### config.mk
export PLATFORM = sky130hd
export DESIGN_NAME = dds_phase_core_flat
export DESIGN_NICKNAME = d
export VERILOG_FILES = /design/src/rtl/dds_phase_core_if.sv /design/src/rtl/dds_phase_core.sv /design/src/flat_wrapper.sv
export SDC_FILE = /design/constraint.sdc
export NUM_CORES = 1
export LEC_CHECK = 0
export CORE_MARGIN = 3
export CORE_UTILIZATION = 57
export DETAILED_ROUTE_END_ITERATION = 8
export PLACE_DENSITY = 0.8
export SLEW_MARGIN = 15
export SYNTH_ARGS = -nofsm -noshare
export SYNTH_HDL_FRONTEND = slang
export SYNTH_SLANG_ARGS = --single-unit
### constraint.sdc
create_clock -name clk -period 3.4 [get_ports clk]
set_clock_uncertainty 0.05 [all_clocks]
set_input_delay 0.85 -clock clk [delete_from_list [all_inputs] [get_ports clk]]
set_output_delay 0.85 -clock clk [all_outputs]
set_load 0.1 [all_outputs]
### src/rtl/dds_phase_core_if.sv
// ROM lookup bus between the DDS phase core (master) and the quarter-wave sine ROM (slave).
interface dds_phase_core_if #(
  parameter int ADDR_W = 10,
  parameter int DATA_W = 8
);
  logic [ADDR_W-3:0] rom_addr;
  logic [DATA_W-2:0] rom_data;

  modport master (output rom_addr, input rom_data);
  modport slave  (input rom_addr, output rom_data);
endinterface

### src/rtl/dds_phase_core.sv
// DDS phase accumulator: debounced/clamped step capture, wrap-aligned step swap, quarter-wave ROM fold
// and offset-binary reconstruction. Optional lookup dither enabled by defining DDS_DITHER_EN.
module dds_phase_core #(
  parameter int ACC_W         = 32,
  parameter int ADDR_W        = 10,
  parameter int DATA_W        = 8,
  parameter int STEP_MIN      = 10000,
  parameter int STEP_MAX      = 2000000,
  parameter int STABLE_CYCLES = 4
) (
  input  logic                clk,
  input  logic                reset,
  input  logic [31:0]         Step,
  input  logic                enable,
  dds_phase_core_if.master    rom_if,
  output logic [DATA_W-1:0]   dac_data,
  output logic                square,
  output logic                sync,
  output logic [31:0]         active_step
);

  localparam int                 CNT_W    = $clog2(STABLE_CYCLES + 1);
  localparam logic [CNT_W-1:0]   CNT_ACC  = CNT_W'(STABLE_CYCLES - 1);
  localparam logic [CNT_W-1:0]   CNT_STOP = CNT_W'(STABLE_CYCLES);
  localparam logic [31:0]        SMIN     = 32'(STEP_MIN);
  localparam logic [31:0]        SMAX     = 32'(STEP_MAX);

  function automatic logic [31:0] clamp_step(input logic [31:0] s);
    if (s < SMIN)      return SMIN;
    else if (s > SMAX) return SMAX;
    else               return s;
  endfunction

  logic [31:0]       r_s1, r_s2, r_pending;
  logic [CNT_W-1:0]  r_cnt;
  logic              r_pflag;
  logic [ACC_W-1:0]  r_acc;
  logic              r_wrap;

  logic [ACC_W:0]    w_sum;
  logic              w_carry, w_accept, w_swap;
  logic [ACC_W-1:0]  w_phase;

  assign w_sum    = {1'b0, r_acc} + (ACC_W+1)'(active_step);
  assign w_carry  = enable & w_sum[ACC_W];
  assign w_accept = (r_cnt == CNT_ACC);
  assign w_swap   = r_pflag & (w_carry | ~enable);

`ifdef DDS_DITHER_EN
  localparam int DITH_W = ((ACC_W - ADDR_W) < 16) ? (ACC_W - ADDR_W) : 16;
  logic [15:0] r_lfsr;

  always_ff @(posedge clk or negedge reset) begin
    if (!reset)      r_lfsr <= 16'hACE1;
    else if (enable) r_lfsr <= {r_lfsr[14:0], r_lfsr[15] ^ r_lfsr[13] ^ r_lfsr[12] ^ r_lfsr[10]};
  end

  // Dither perturbs only the lookup phase; stored phase, square and sync stay exact.
  assign w_phase = r_acc + ACC_W'(r_lfsr[DITH_W-1:0]);
`else
  assign w_phase = r_acc;
`endif

  // Step capture, debounce, acceptance and swap; a fresh acceptance keeps the flag set over a swap.
  always_ff @(posedge clk or negedge reset) begin
    if (!reset) begin
      r_s1        <= '0;
      r_s2        <= '0;
      r_cnt       <= '0;
      r_pending   <= SMIN;
      r_pflag     <= 1'b0;
      active_step <= SMIN;
      r_acc       <= '0;
      r_wrap      <= 1'b0;
    end else begin
      r_s1 <= Step;
      r_s2 <= r_s1;
      if (r_s1 != r_s2)       r_cnt <= '0;
      else if (w_accept)      r_cnt <= CNT_STOP;
      else if (r_cnt != CNT_STOP) r_cnt <= r_cnt + 1'b1;

      if (w_accept) begin
        r_pending <= clamp_step(r_s2);
        r_pflag   <= 1'b1;
      end else if (w_swap) begin
        r_pflag   <= 1'b0;
      end
      if (w_swap) active_step <= r_pending;

      if (enable) r_acc <= w_sum[ACC_W-1:0];
      r_wrap <= w_carry;
    end
  end

  logic [ADDR_W-1:0] w_p;
  logic [1:0]        w_q;
  logic [ADDR_W-3:0] w_idx;
  logic              r_sign_p1, r_msb_p1, r_wrap_p1;
  logic              r_sign_p2, r_msb_p2, r_wrap_p2;

  assign w_p   = w_phase[ACC_W-1 -: ADDR_W];
  assign w_q   = w_p[ADDR_W-1:ADDR_W-2];
  assign w_idx = w_p[ADDR_W-3:0];

  always_ff @(posedge clk or negedge reset) begin
    if (!reset) begin
      rom_if.rom_addr <= '0;
      r_sign_p1       <= 1'b0;
      r_msb_p1        <= 1'b0;
      r_wrap_p1       <= 1'b0;
      r_sign_p2       <= 1'b0;
      r_msb_p2        <= 1'b0;
      r_wrap_p2       <= 1'b0;
      dac_data        <= DATA_W'(1) << (DATA_W - 1);
      square          <= 1'b0;
      sync            <= 1'b0;
    end else begin
      // Stage 1: quadrant fold into the quarter-wave address
      rom_if.rom_addr <= w_q[0] ? ~w_idx : w_idx;
      r_sign_p1       <= w_q[1];
      r_msb_p1        <= r_acc[ACC_W-1];
      r_wrap_p1       <= r_wrap;
      // Stage 2: ROM read latency
      r_sign_p2       <= r_sign_p1;
      r_msb_p2        <= r_msb_p1;
      r_wrap_p2       <= r_wrap_p1;
      // Stage 3: offset-binary reconstruction
      dac_data        <= r_sign_p2 ? {1'b0, ~rom_if.rom_data} : {1'b1, rom_if.rom_data};
      square          <= r_msb_p2;
      sync            <= r_wrap_p2;
    end
  end

endmodule

### src/flat_wrapper.sv
// flat-port wrapper written by rule: the top's interface ports become plain ports
module dds_phase_core_flat 
#(
  parameter int ACC_W         = 32,
  parameter int ADDR_W        = 10,
  parameter int DATA_W        = 8,
  parameter int STEP_MIN      = 10000,
  parameter int STEP_MAX      = 2000000,
  parameter int STABLE_CYCLES = 4
)
  (clk, reset, Step, enable, dac_data, square, sync, active_step, rom_if_rom_addr, rom_if_rom_data);
  dds_phase_core_if #(.ADDR_W(ADDR_W), .DATA_W(DATA_W)) rom_if_i ();
  input  logic clk;
  input  logic reset;
  input  logic [31:0] Step;
  input  logic enable;
  output logic [DATA_W-1:0] dac_data;
  output logic square;
  output logic sync;
  output logic [31:0] active_step;
  output wire logic [$bits(rom_if_i.rom_addr)-1:0] rom_if_rom_addr;
  input wire logic [$bits(rom_if_i.rom_data)-1:0] rom_if_rom_data;
  assign rom_if_rom_addr = rom_if_i.rom_addr;
  assign rom_if_i.rom_data = rom_if_rom_data;
  dds_phase_core #(.ACC_W(ACC_W), .ADDR_W(ADDR_W), .DATA_W(DATA_W), .STEP_MIN(STEP_MIN), .STEP_MAX(STEP_MAX), .STABLE_CYCLES(STABLE_CYCLES)) u_core (.clk(clk), .reset(reset), .Step(Step), .enable(enable), .rom_if(rom_if_i), .dac_data(dac_data), .square(square), .sync(sync), .active_step(active_step));
endmodule
==> flow_metrics.env, run 1 <==
export IMPL_status="finished clean"
export IMPL_worst_slack_ns=0.2280
export IMPL_final_cell_mix="dfrtp_1 (176), buf_4 (59), a21oi_1 (46)"
export IMPL_grt_setup_unrepaired="false"
export IMPL_routedWlPerCell_um=18.23
export IMPL_ant_nets=0
export IMPL_finish_net_count=880
export IMPL_cts_clk_slew_worst_paths_ns=0.07
export IMPL_ys_seq_elements=187
export IMPL_min_period_over_period_pct=93.29
export IMPL_ys_top_cells_by_area="dfrtp_1 (52%), mux2_4 (5.3%), ha_1 (5.1%), xnor2_1 (4.6%), dfstp_2 (3.4%)"
export IMPL_clk_latency_ns=0.44
export IMPL_drc=0
export IMPL_hold_viol=0
export IMPL_first_global_vias=5926
export IMPL_die_y_um=128.4
export IMPL_cp_required_ns=3.70
export IMPL_fp_row_count=44
export IMPL_synth_top_area_share_pct=51.61
export IMPL_die_area_sq_mm=0.01648
export IMPL_start_util_pct=58.49
export IMPL_synth_net_count=781
export IMPL_cap_violations=0
export IMPL_drt_initial_drc_count=578
export IMPL_utilization_pct=69.13
export IMPL_reg2reg_from="u_core.active_step[8]"
export IMPL_crit_start="u_core.active_step[8]"
export IMPL_worst_pin_slew_ns=0.9549
export IMPL_vias=5916
export IMPL_start_kind="flip-flop"
export IMPL_grt_use_total_pct=23.12
export IMPL_core_area_sq_mm=0.01459
export IMPL_end_kind="flip-flop"
export IMPL_grt_pass1_wl_um=29880
export IMPL_routed_wl_um=18210
export IMPL_slew_headroom_pct=36.34
export IMPL_viasPerCell=5.922
export IMPL_fin_cells=999
export IMPL_placedCellCount=967
export IMPL_drive_above_1_share_pct=19.51
export IMPL_io_pins=92
export IMPL_die_w_um=128.4
export IMPL_cts_root_buf="clkbuf_16"
export IMPL_pre_cts_ws_ns=0.3477
export IMPL_overflow=0
export IMPL_yosys_area_top_type="dfrtp_1"
export IMPL_synthCells=703
export IMPL_path_cells="ha_1 > nand4_1 > nor3_1 > o211ai_1 > a211oi_1 > o2111ai_1 > a2111o_1 > o211ai_1"
export IMPL_fin_crit_ns=3.172
export IMPL_slew_viol_final=0
export IMPL_synth_area_sq_mm=0.008533
export IMPL_cts_buffer_depth=2
export IMPL_fmax_mhz=315.3
export IMPL_yosysSeqAreaShare_pct=55.00
export IMPL_cts_setup_buffers=0
export IMPL_layout_commonest_cell="dfrtp_1"
export IMPL_avgSynthCellArea_sq_um=12.14
export IMPL_power_density_mw_per_mm2=487.2
export IMPL_drt_pre_antenna_iters=8
export IMPL_path_buf_inv=0
export IMPL_ir_drop_mv=0.3451
export IMPL_hpwl_um=13050
export IMPL_async_reset_ff_share_pct=100.0
export IMPL_yosys_warnings=0
export IMPL_cp_max_fo=7
export IMPL_fin_tns_setup_ns=0
export IMPL_max_stage_delay_ns=0.57
export IMPL_critPathArrivalTime_ns=3.47
export IMPL_hold_class="primary input to async pin"
export IMPL_cts_tree="done"
export IMPL_synthFlopType="dfrtp_1"
export IMPL_setup_violations_final=0
export IMPL_cts_htree_levels=4
export IMPL_p_total_mw=4.914
export IMPL_critical_path_top_delay_family="compound AO/OA/AOI/OAI gates"
export IMPL_port_buffers=91
export IMPL_cp_common_cell="o211ai_1"
export IMPL_gp_congestion=0.9439
export IMPL_hold_buffers=0
export IMPL_cp_slowest_cell="dfstp_2"
export IMPL_cts_made_buffers=17
export IMPL_p_leak_nw=4.731
export IMPL_yosysUniqueCellTypes=62
export IMPL_antenna_cells=0
export IMPL_grt_max_degree=60
export IMPL_ctsResizeCount=0
export IMPL_antenna_found_initial=0
export IMPL_clock_sinks=187
export IMPL_areaGrowthSynthToFinish_pct=18.18
export IMPL_worstSetupPathType="flip-flop to flip-flop"
export IMPL_synth_edff_count=0
routing by layer:
layer	routed length (um)	up-vias	GRT usage, %
met4	417	0	8.552
li1	-	2731	-
met2	8887	215	38.31
met5	0	-	0
met3	1060	44	4.566
met1	7847	2926	30.48
where the power goes:
group / internal [mW] / total, mW / switching [mW]
logic: 0.169 / 0.550 / 0.381
registers: 2.32 / 2.39 / 0.0697
clock network: 1.06 / 1.97 / 0.908
total: 3.55 / 4.91 / 1.36
area by class of cell:
class	instances	area, sq um
Timing Repair Buffer	101	874.6
Inverter	21	78.83
Tap cell	184	230.2
Fill cell	1034	4504
Multi-Input combinational cell	474	3618
Sequential cell	187	4693
Clock inverter	13	146.4
Clock buffer	19	442.9
synthesized netlist by cell type, types with 15 or more instances:
cell	n
dfrtp_1	176
a21oi_1	46
xnor2_1	45
nor2_1	42
nand2_1	36
ha_1	35
mux2_4	30
o21ai_0	27
inv_1	20
xor2_1	18
a21o_1	17
mux2_2	16
nand3_1	16
nand4_1	15
kinds of logic after synthesis:
logic type	Yosys count	share of synthesized area (%)
muxes	49	7.742
DFF	187	55.00
buffers and inverters	42	2.595
adders and majority gates	36	5.367
and+or+nand+nor	161	9.340
AOI/OAI and AO/OA	165	13.49
xor gates and xnor gates	63	6.466
final timing paths:
kind	endpoint	slack, ns	cells after the start
min reg2reg	u_core.sync	0.30	0
max reg2reg	u_core.r_acc[25]	0.23	8
min	u_core.rom_if.rom_addr[4]	0.29	1
max	u_core.r_acc[25]	0.23	8
min in group clk	u_core.sync	0.30	0
max in group asynchronous	u_core.r_s2[14]	2.24	2
state kept, by name, summed over array words and instances (netlist names), 3 cells and up:
register	cells
u_core.r_cnt	3
u_core.r_s2	32
u_core.r_acc	32
u_core.r_pending	32
u_core.dac_data	8
u_core.rom_if.rom_addr	8
u_core.active_step	32
u_core.r_s1	32
stage by stage:
stage	hold WS (ns)	area, sq um
CTS	0.3033	10080
finish	0.2919	10080
floorplan	0.2812	8533
detailed placement	0.2881	9495
global route	0.3093	10080
global placement	0.2832	9495
Note: power is estimated with default switching activity, not from simulation.
==> inputs of run 2 (changes only) <==
==> constraint.sdc (replaced) <==
create_clock -name clk -period 3.4 [get_ports clk]
set_clock_uncertainty 0.05 [all_clocks]
set_input_delay 0.51 -clock clk [delete_from_list [all_inputs] [get_ports clk]]
set_output_delay 0.51 -clock clk [all_outputs]
set_load 0.1 [all_outputs]
==> run 2 against run 1 <==
First-iteration DRC count shrank 38%. Largest power group unchanged. Critical endpoint unchanged. Final cell count shrank 0.20%. Routed wire length shrank 4.1%. Fmax grew 4.7%. Critical path depth is the same. Highest routed layer unchanged. Critical path type unchanged.
==> flow_metrics.env, run 2 (synthesis results as in run 1) <==
export IMPL_min_period_over_period_pct=89.07
export IMPL_hpwl_um=12400
export IMPL_p_leak_nw=4.695
export IMPL_start_util_pct=58.49
export IMPL_finish_net_count=879
export IMPL_cts_made_buffers=17
export IMPL_grt_max_degree=69
export IMPL_power_density_mw_per_mm2=482.4
export IMPL_dr_wl_met2_um=8576
export IMPL_die_area_sq_mm=0.01648
export IMPL_fin_crit_ns=3.029
export IMPL_areaGrowthSynthToFinish_pct=19.02
export IMPL_worstSetupPathType="flip-flop to flip-flop"
export IMPL_met3_length_um=1113
export IMPL_worst_pin_slew_ns=0.9986
export IMPL_port_buffers=91
export IMPL_start_kind="flip-flop"
export IMPL_hold_viol=0
export IMPL_placedCellCount=966
export IMPL_grt_setup_unrepaired="false"
export IMPL_cts_clk_slew_worst_paths_ns=0.07
export IMPL_drt_initial_drc_count=359
export IMPL_top_layer="met4"
export IMPL_hold_buffers=0
export IMPL_viasPerCell=5.844
export IMPL_io_pins=92
export IMPL_core_area_sq_mm=0.01459
export IMPL_cts_buffer_depth=2
export IMPL_drt_met1_wl_um=7263
export IMPL_antenna_cells=0
export IMPL_drt_pre_antenna_iters=5
export IMPL_cts_tree="done"
export IMPL_overflow=0
export IMPL_cp_max_fo=7
export IMPL_die_y_um=128.4
export IMPL_gp_congestion=0.9704
export IMPL_fp_row_count=44
export IMPL_critPathArrivalTime_ns=3.32
export IMPL_final_cell_mix="dfrtp_1 (176), clkdlybuf4s50_1 (66), a21oi_1 (46)"
export IMPL_hold_class="primary input to async pin"
export IMPL_clock_sinks=187
export IMPL_first_global_vias=5871
export IMPL_setup_violations_final=0
export IMPL_layout_commonest_cell="dfrtp_1"
export IMPL_cp_required_ns=3.69
export IMPL_grt_pass1_wl_um=28810
export IMPL_ant_nets=0
export IMPL_slew_viol_final=0
export IMPL_die_w_um=128.4
export IMPL_ir_drop_mv=0.4865
export IMPL_drive_above_1_share_pct=16.24
export IMPL_antenna_found_initial=0
export IMPL_routed_wl_um=17460
export IMPL_fmax_mhz=330.2
export IMPL_slew_headroom_pct=33.22
export IMPL_drc=0
export IMPL_cts_setup_buffers=0
export IMPL_routedWlPerCell_um=17.51
export IMPL_ctsResizeCount=0
export IMPL_cap_violations=0
export IMPL_end_kind="flip-flop"
export IMPL_cts_root_buf="clkbuf_16"
export IMPL_cts_htree_levels=4
export IMPL_vias=5826
export IMPL_clk_latency_ns=0.43
export IMPL_fin_cells=997
export IMPL_grt_use_total_pct=22.15
export IMPL_fin_tns_setup_ns=0
export IMPL_status="finished clean"
-- run 2: changes by cell type in the layout (fill, tap and decap cells not counted), sizes merged --
cell           delta
inv               -2
clkinvlp          -1
buf              -27
clkdlybuf4s50    +26
clkinv            +3
clkbuf            -1
-- run 2: critical path: stages (launching register included) --
cell and delay, ns:
dfstp_2 0.55, ha_1 0.27, inv_1 0.09, o31ai_1 0.37, a21oi_1 0.23, a211oi_1 0.51
o2111ai_1 0.33, a2111o_1 0.45, o211ai_1 0.10
-- run 2: area by class of cell --
type	count	area [sq um]
flip-flops and latches	187	4693
inverters	21	78.83
fillers	998	4433
repair buffers	100	944.7
multi-input cells	474	3618
clock buffers	18	439.2
well taps	184	230.2
clock inverters	13	151.4
-- run 2: power by group --
group          internal (mW)  total [mW]  switching, mW
sequential              2.32        2.39         0.0672
clock                   1.06        1.96          0.894
combinational          0.178       0.553          0.376
total                   3.56        4.90           1.34
-- run 2: through the flow --
stage / setup slack (ns) / utilization [%] / area, sq um / hold slack, ns / power (mW)
after floorplan: 0.1268 / - / 8533 / 0.1644 / 2.785
after global placement: 0.5105 / 65.57 / 9565 / 0.2823 / 2.971
after detailed placement: 0.4190 / 65.57 / 9565 / 0.2896 / 2.987
after CTS: 0.3773 / 69.61 / 10160 / 0.04791 / 4.940
after global routing: 0.2642 / 69.61 / 10160 / 0.06822 / 5.066
final: 0.3715 / 69.61 / 10160 / 0.02804 / 4.899
-- run 2: routing by layer --
metal  global-route usage, %  up-vias
li1                        -     2729
met1                   27.72     2838
met2                   37.33      213
met5                       0        -
met3                   5.396       46
met4                   8.677        0
-- run 2: path summary, 6_finish.rpt --
check,end,cells past startpoint,slack (ns),start
min reg2reg,u_core.r_wrap_p1,0,0.30,u_core.r_wrap
max reg2reg,u_core.r_acc[25],8,0.37,u_core.active_step[10]
max in group asynchronous,u_core.active_step[4],2,2.49,reset
max,u_core.r_acc[25],8,0.37,u_core.active_step[10]
min,u_core.active_step[24],1,0.03,reset
min in group clk,u_core.r_wrap_p1,0,0.30,u_core.r_wrap
